## src/rtl/serial_tx_sched_pkg.sv

```systemverilog
// Shared types and constants for the serial transmit scheduler.
package serial_pkg;

    localparam int unsigned MIN_WIDTH = 2;

    // Scheduler phases: waiting for a word, shifting a frame, idle gap.
    typedef enum logic [1:0] {
        ST_IDLE  = 2'd0,
        ST_SHIFT = 2'd1,
        ST_GAP   = 2'd2
    } state_e;

    // Requester index (0 or 1).
    typedef logic req_id_t;

    // Counter width able to hold n-1 down to 0; never narrower than one bit.
    function automatic int unsigned cnt_width(input int unsigned n);
        return (n > 1) ? $clog2(n) : 1;
    endfunction

endpackage

```

## src/rtl/serial_tx_sched_if.sv

```systemverilog
// Requester handshakes and serial-side status of the transmit scheduler.
interface serial_tx_sched_if #(
    parameter int unsigned WIDTH = 8
);
    import serial_pkg::*;

    logic             req0_valid;
    logic [WIDTH-1:0] req0_data;
    logic             req0_ready;
    logic             req1_valid;
    logic [WIDTH-1:0] req1_data;
    logic             req1_ready;
    logic             sout;
    logic             frame;
    logic             done;
    logic             busy;
    req_id_t          grant_id;

    // Producer / observer side.
    modport master (
        output req0_valid, req0_data, req1_valid, req1_data,
        input  req0_ready, req1_ready, sout, frame, done, busy, grant_id
    );

    // Scheduler side.
    modport slave (
        input  req0_valid, req0_data, req1_valid, req1_data,
        output req0_ready, req1_ready, sout, frame, done, busy, grant_id
    );

endinterface

```

## src/rtl/serial_tx_sched_piso.sv

```systemverilog
// Parallel-in / serial-out shift register, MSB first; load wins over shift.
module piso_shift #(
    parameter int unsigned WIDTH = 8
) (
    input  logic             clk,
    input  logic             reset,
    input  logic             load,
    input  logic             shift,
    input  logic [WIDTH-1:0] din,
    output logic             sout
);

    logic [WIDTH-1:0] shreg_q;
    logic [WIDTH-1:0] shreg_d;

    // Next register contents: parallel load, left shift with zero fill, or hold.
    always_comb begin
        shreg_d = shreg_q;
        if (load) begin
            shreg_d = din;
        end else if (shift) begin
            shreg_d = {shreg_q[WIDTH-2:0], 1'b0};
        end
    end

    // Register with asynchronous clear.
    always_ff @(posedge clk or posedge reset) begin
        if (reset) begin
            shreg_q <= '0;
        end else begin
            shreg_q <= shreg_d;
        end
    end

    assign sout = shreg_q[WIDTH-1];

endmodule

```

## src/rtl/serial_tx_sched.sv

```systemverilog
// Two-requester round-robin transmit scheduler driving one MSB-first serial line.
module serial_tx_sched
    import serial_pkg::*;
#(
    parameter int unsigned WIDTH = 8,
    parameter int unsigned GAP   = 1
) (
    input  logic             clk,
    input  logic             reset,
    serial_tx_sched_if.slave bus
);

    localparam int unsigned CNT_W  = cnt_width(WIDTH);
    localparam int unsigned GCNT_W = cnt_width(GAP + 1);

    state_e            state_q;
    state_e            state_d;
    logic [CNT_W-1:0]  bit_cnt_q;
    logic [CNT_W-1:0]  bit_cnt_d;
    logic [GCNT_W-1:0] gap_cnt_q;
    logic [GCNT_W-1:0] gap_cnt_d;
    req_id_t           last_grant_q;
    req_id_t           last_grant_d;
    req_id_t           grant_id_q;
    req_id_t           grant_id_d;

    logic             grant0;
    logic             grant1;
    logic             xfer0;
    logic             xfer1;
    logic             xfer;
    logic             shift_en;
    logic             shift_out;
    logic [WIDTH-1:0] load_data;

    // Round-robin arbitration: under contention the requester not granted last wins.
    always_comb begin
        grant0 = bus.req0_valid && (!bus.req1_valid || (last_grant_q == 1'b1));
        grant1 = bus.req1_valid && (!bus.req0_valid || (last_grant_q == 1'b0));
    end

    assign bus.req0_ready = (state_q == ST_IDLE) && grant0 && !reset;
    assign bus.req1_ready = (state_q == ST_IDLE) && grant1 && !reset;

    // Handshake completion and word selection for the shift register.
    always_comb begin
        xfer0     = bus.req0_valid && bus.req0_ready;
        xfer1     = bus.req1_valid && bus.req1_ready;
        xfer      = xfer0 || xfer1;
        load_data = xfer1 ? bus.req1_data : bus.req0_data;
        shift_en  = (state_q == ST_SHIFT);
    end

    // Next-state logic: accept in IDLE, count frame bits, then count gap cycles.
    always_comb begin
        state_d      = state_q;
        bit_cnt_d    = bit_cnt_q;
        gap_cnt_d    = gap_cnt_q;
        last_grant_d = last_grant_q;
        grant_id_d   = grant_id_q;
        unique case (state_q)
            ST_IDLE: begin
                if (xfer) begin
                    state_d      = ST_SHIFT;
                    bit_cnt_d    = CNT_W'(WIDTH - 1);
                    last_grant_d = xfer1;
                    grant_id_d   = xfer1;
                end
            end
            ST_SHIFT: begin
                if (bit_cnt_q == '0) begin
                    if (GAP > 0) begin
                        state_d   = ST_GAP;
                        gap_cnt_d = GCNT_W'(GAP - 1);
                    end else begin
                        state_d = ST_IDLE;
                    end
                end else begin
                    bit_cnt_d = bit_cnt_q - CNT_W'(1);
                end
            end
            ST_GAP: begin
                if (gap_cnt_q == '0) begin
                    state_d = ST_IDLE;
                end else begin
                    gap_cnt_d = gap_cnt_q - GCNT_W'(1);
                end
            end
            default: begin
                state_d = ST_IDLE;
            end
        endcase
    end

    // State and counters; reset aborts any frame and re-arms req0 for first contention.
    always_ff @(posedge clk or posedge reset) begin
        if (reset) begin
            state_q      <= ST_IDLE;
            bit_cnt_q    <= '0;
            gap_cnt_q    <= '0;
            last_grant_q <= 1'b1;
            grant_id_q   <= 1'b0;
        end else begin
            state_q      <= state_d;
            bit_cnt_q    <= bit_cnt_d;
            gap_cnt_q    <= gap_cnt_d;
            last_grant_q <= last_grant_d;
            grant_id_q   <= grant_id_d;
        end
    end

    piso_shift #(
        .WIDTH (WIDTH)
    ) u_piso (
        .clk   (clk),
        .reset (reset),
        .load  (xfer),
        .shift (shift_en),
        .din   (load_data),
        .sout  (shift_out)
    );

    // Serial-side status decoded purely from registered state.
    assign bus.frame    = (state_q == ST_SHIFT);
    assign bus.done     = (state_q == ST_SHIFT) && (bit_cnt_q == '0);
    assign bus.busy     = (state_q != ST_IDLE);
    assign bus.sout     = shift_out && (state_q == ST_SHIFT);
    assign bus.grant_id = grant_id_q;

endmodule

```

## src/flat_wrapper.sv

```systemverilog
// flat-port wrapper written by rule: the top's interface ports become plain ports
module serial_tx_sched_flat import serial_pkg::*;
#(
    parameter int unsigned WIDTH = 8,
    parameter int unsigned GAP   = 1
)
  (clk, reset, bus_req0_valid, bus_req0_data, bus_req1_valid, bus_req1_data, bus_req0_ready, bus_req1_ready, bus_sout, bus_frame, bus_done, bus_busy, bus_grant_id);
  serial_tx_sched_if #(.WIDTH(WIDTH)) bus_i ();
  input  logic clk;
  input  logic reset;
  input wire logic [$bits(bus_i.req0_valid)-1:0] bus_req0_valid;
  input wire logic [$bits(bus_i.req0_data)-1:0] bus_req0_data;
  input wire logic [$bits(bus_i.req1_valid)-1:0] bus_req1_valid;
  input wire logic [$bits(bus_i.req1_data)-1:0] bus_req1_data;
  output wire logic [$bits(bus_i.req0_ready)-1:0] bus_req0_ready;
  output wire logic [$bits(bus_i.req1_ready)-1:0] bus_req1_ready;
  output wire logic [$bits(bus_i.sout)-1:0] bus_sout;
  output wire logic [$bits(bus_i.frame)-1:0] bus_frame;
  output wire logic [$bits(bus_i.done)-1:0] bus_done;
  output wire logic [$bits(bus_i.busy)-1:0] bus_busy;
  output wire logic [$bits(bus_i.grant_id)-1:0] bus_grant_id;
  assign bus_i.req0_valid = bus_req0_valid;
  assign bus_i.req0_data = bus_req0_data;
  assign bus_i.req1_valid = bus_req1_valid;
  assign bus_i.req1_data = bus_req1_data;
  assign bus_req0_ready = bus_i.req0_ready;
  assign bus_req1_ready = bus_i.req1_ready;
  assign bus_sout = bus_i.sout;
  assign bus_frame = bus_i.frame;
  assign bus_done = bus_i.done;
  assign bus_busy = bus_i.busy;
  assign bus_grant_id = bus_i.grant_id;
  serial_tx_sched #(.WIDTH(WIDTH), .GAP(GAP)) u_core (.clk(clk), .reset(reset), .bus(bus_i));
endmodule
```

## config.mk

```make
export PLATFORM = sky130hd
export DESIGN_NAME = serial_tx_sched_flat
export DESIGN_NICKNAME = d
export VERILOG_FILES = /design/src/rtl/serial_tx_sched_pkg.sv /design/src/rtl/serial_tx_sched_if.sv /design/src/rtl/serial_tx_sched_piso.sv /design/src/rtl/serial_tx_sched.sv /design/src/flat_wrapper.sv
export SDC_FILE = /design/constraint.sdc
export NUM_CORES = 1
export LEC_CHECK = 0
export BUFFER_PORTS_ARGS = -buffer_cell sky130_fd_sc_hd__buf_2
export CAP_MARGIN = 0
export CORE_ASPECT_RATIO = 0.8
export CORE_MARGIN = 8
export CORE_UTILIZATION = 45
export CTS_BUF_LIST = sky130_fd_sc_hd__clkbuf_16
export DETAILED_ROUTE_END_ITERATION = 8
export PLACE_DENSITY = 0.79
export SLEW_MARGIN = 20
export SYNTH_ARGS = -nofsm -noshare
export SYNTH_HDL_FRONTEND = slang
export SYNTH_SLANG_ARGS = --single-unit
```

## constraint.sdc

```tcl
create_clock -name clk -period 2 [get_ports clk]
set_clock_uncertainty 0.15 [all_clocks]
set_input_delay 0.4 -clock clk [delete_from_list [all_inputs] [get_ports clk]]
set_output_delay 0.4 -clock clk [all_outputs]
set_load 0.005 [all_outputs]
```

==> impl_metrics.tcl <==
set metrics [dict create \
    synth_top_cell_by_area "dfrtp_1" \
    ctsResizeCount 0 \
    synth_seq_cells 15 \
    rsz0062_at_grt "no" \
    gr-usage-all-layers_pct 10.8 \
    max_freq_mhz 543 \
    path_clk_slew_ps 50 \
    slowest_delay_ps 410 \
    synth_nets 99 \
    pwr-share-clk_pct 24.6 \
    cts_root_buf "clkbuf_16" \
    synthToLayoutAreaGrowth_pct 27.2 \
    cp_slowest_cell "dfrtp_1" \
    hold_violations 0 \
    routedWlPerCell_microns 13.0 \
    gp_congestion 0.739 \
    crit_arrival_ps 1290 \
    clock-sinks 15 \
    synth-compound-area-share_pct 7.09 \
    fin_crit_ps 1840 \
    ioPinCount 27 \
    firstDrtPassIters 2 \
    cts_made_buffers 3 \
    core_area_sq_um 1840 \
    start_util_pct 47.0 \
    seqPwrFrac_pct 34.4 \
    synth_area_sq_um 865 \
    leakagePower_nw 0.622 \
    hold_class "in2async" \
    diodes 0 \
    synth_area_per_cell_sq_um 11.2 \
    antenna_found_initial 0 \
    status "complete, no violations" \
    synthAdderAreaFrac_pct 2.89 \
    crit_family "simple AND/OR/NAND/NOR gates" \
    synth_top_area_share_pct 40.5 \
    drt_iter0_drc 15 \
    cellPowerDensity_nw_per_um2 1440 \
    yosys.area_share.simple_pct 12.6 \
    synth_xor_area_share_pct 0 \
    cts_setup_buffers 0 \
    grt_pass1_wl_mm 3.09 \
    final_nets 130 \
    routed_wl_mm 1.71 \
    setup_violations 0 \
    cp-end-kind "primary output" \
    netSwitchingPower_uw 535 \
    max_cap_viol_count 0 \
    yosysUniqueCellTypes 26 \
    ys_warn_count 0 \
    crit_chain "nor3_2, nand2_1, a21oi_1, buf_2" \
    drc 0 \
    crit_path_start_kind "register" \
    die_x_microns 65.0 \
    portBuffers 26 \
    grt_max_degree 16 \
    placed_cells 127 \
    crit_path_max_fanout 6 \
    drtAntennaViolNets 0 \
    power.internal_mw 1.05 \
    share_comb_of_total_power_pct 40.9 \
    synth_top_family_by_area "multiplexers" \
    cts_hold_buf 0 \
    grt_overflow_total 0 \
    drive_gt1_share_pct 35.5 \
    avgViaCountPerCell 4.82 \
    synthCells 77 \
    synth.area.mux_share_pct 27.8 \
    crit_type "reg2out" \
    required_ps 1450 \
    ys_seq_area_share_pct 43.6 \
    worstMarginPinSlew_ps 550 \
    synth.area.top_cells "dfrtp_1, mux2i_1, dfstp_2, ha_1, buf_6" \
    clk_latency_ps 250 \
    worst-path-buf-inv 1 \
    final_cells 131 \
    min_period_over_period_pct 92.1 \
    clock_path_buffers 2 \
    row_count 14 \
    irDropWorstVdd_mv 1.01 \
    tns_ps 0 \
    grt_pass1_vias 729 \
    drv_slew 0 \
    via_count 631 \
    dieArea_sq_um 3590 \
    p_sw_share_pct 33.7 \
    cts_tree "done" \
    die_h_microns 55.2 \
    slew_headroom_pct 63.3 \
    h-tree-depth 1 \
    place_hpwl_mm 1.41 \
]
-- cells in the final DEF, fill, tap and decap left out --
cell and instances:
inv_4 1, nor2b_1 1, nand2_1 3, clkinv_2 1, ha_1 2, a21o_1 1, a221oi_1 1, or2_1 2
a21boi_1 1, nand3_1 1, clkbuf_16 3, o21ai_1 1, inv_1 5, nor2_1 3, and2_1 2, nand3_2 1
nor3_2 1, o21a_1 1, buf_4 3, nand2b_1 3, mux2i_1 24, dfrtp_1 14, or4_4 1, a22o_1 1
buf_2 26, a31oi_1 1, dfstp_2 1, a21oi_1 2
-- registers in the layout, summed over array words and instances (netlist names) --
name / count
u_core.bus.grant_id: 1
u_core.bit_cnt_q: 3
u_core.state_q: 2
u_core.u_piso.shreg_q: 8
u_core.last_grant_q: 1
-- metrics by stage --
| stage | hold slack [ps] | instance area [sq um] | total power [mW] | utilization, % | worst slack (ps) |
|---|---|---|---|---|---|
| after floorplan | 151 | 865 | 1.05 | - | 504 |
| after global placement | 316 | 1020 | 1.18 | 55.4 | 274 |
| after detailed placement | 316 | 1020 | 1.22 | 55.4 | 213 |
| after CTS | 91.8 | 1100 | 1.61 | 59.8 | 139 |
| after global routing | 129 | 1100 | 1.72 | 59.8 | 34.7 |
| final | 69.3 | 1100 | 1.59 | 59.8 | 158 |
-- path summary, 6_finish.rpt --
path / start / to / cells past startpoint / slack (ps)
setup reg to reg: u_core.state_q[1] / u_core.u_piso.shreg_q[2] / 4 / 370
max in group asynchronous: reset / u_core.last_grant_q / 2 / 1260
min in group clk: bus_req0_valid / u_core.last_grant_q / 2 / 200
hold reg to reg: u_core.bus.grant_id / u_core.bus.grant_id / 1 / 320
setup / recovery: u_core.state_q[1] / bus_req0_ready / 4 / 160
hold / removal: reset / u_core.u_piso.shreg_q[1] / 2 / 70
-- synth_stat cells, drive strengths merged --
cell type and number:
o21ai 1, a21boi 1, inv 6, dfrtp 14
nor2b 1, mux2i 24, or4 1, nand2 3
a21o 1, nor2 3, a21oi 2, buf 3
nor3 1, and2 2, ha 2, o21a 1
a22o 1, or2 2, dfstp 1, nand3 2
a31oi 1, a221oi 1, nand2b 3
-- power by group through the flow --
stage	combinational, mW	clock [mW]	sequential [mW]
4_1_cts	0.667	0.399	0.546
3_5_place_dp	0.667	0	0.550
5_1_grt	0.740	0.418	0.563
6_report	0.650	0.391	0.547
3_3_place_gp	0.642	0	0.542
2_1_floorplan	0.521	0	0.527
-- layer usage --
metal / vias to the layer above / GRT usage (%) / wire length, microns / part of all wire (%)
met1: 284 / 10.9 / 744 / 44
li1: 326 / - / - / -
met4: 0 / 3.73 / 16 / 0.94
met3: 2 / 5.43 / 121 / 7.1
met2: 19 / 18.7 / 824 / 48
met5: - / 0 / 0 / 0
-- cell families (layout without fill, tap and decap cells) --
group                      Yosys count  after routing
DFF                                 15             15
adders and majority gates            2              2
buffers and inverters                9             39
and+or+nand+nor                     18             18
muxes                               24             24
AOI/OAI and AO/OA                    9              9
-- final cells by class --
type | instances | area (sq um)
fill | 173 | 739
tap | 24 | 30.0
inverter | 6 | 25.0
sequential | 15 | 377
multi-input combinational | 53 | 435
timing repair buffer | 29 | 153
clock inverter | 1 | 5.00
clock buffer | 3 | 75.1
(Power assumes the default switching activity.)
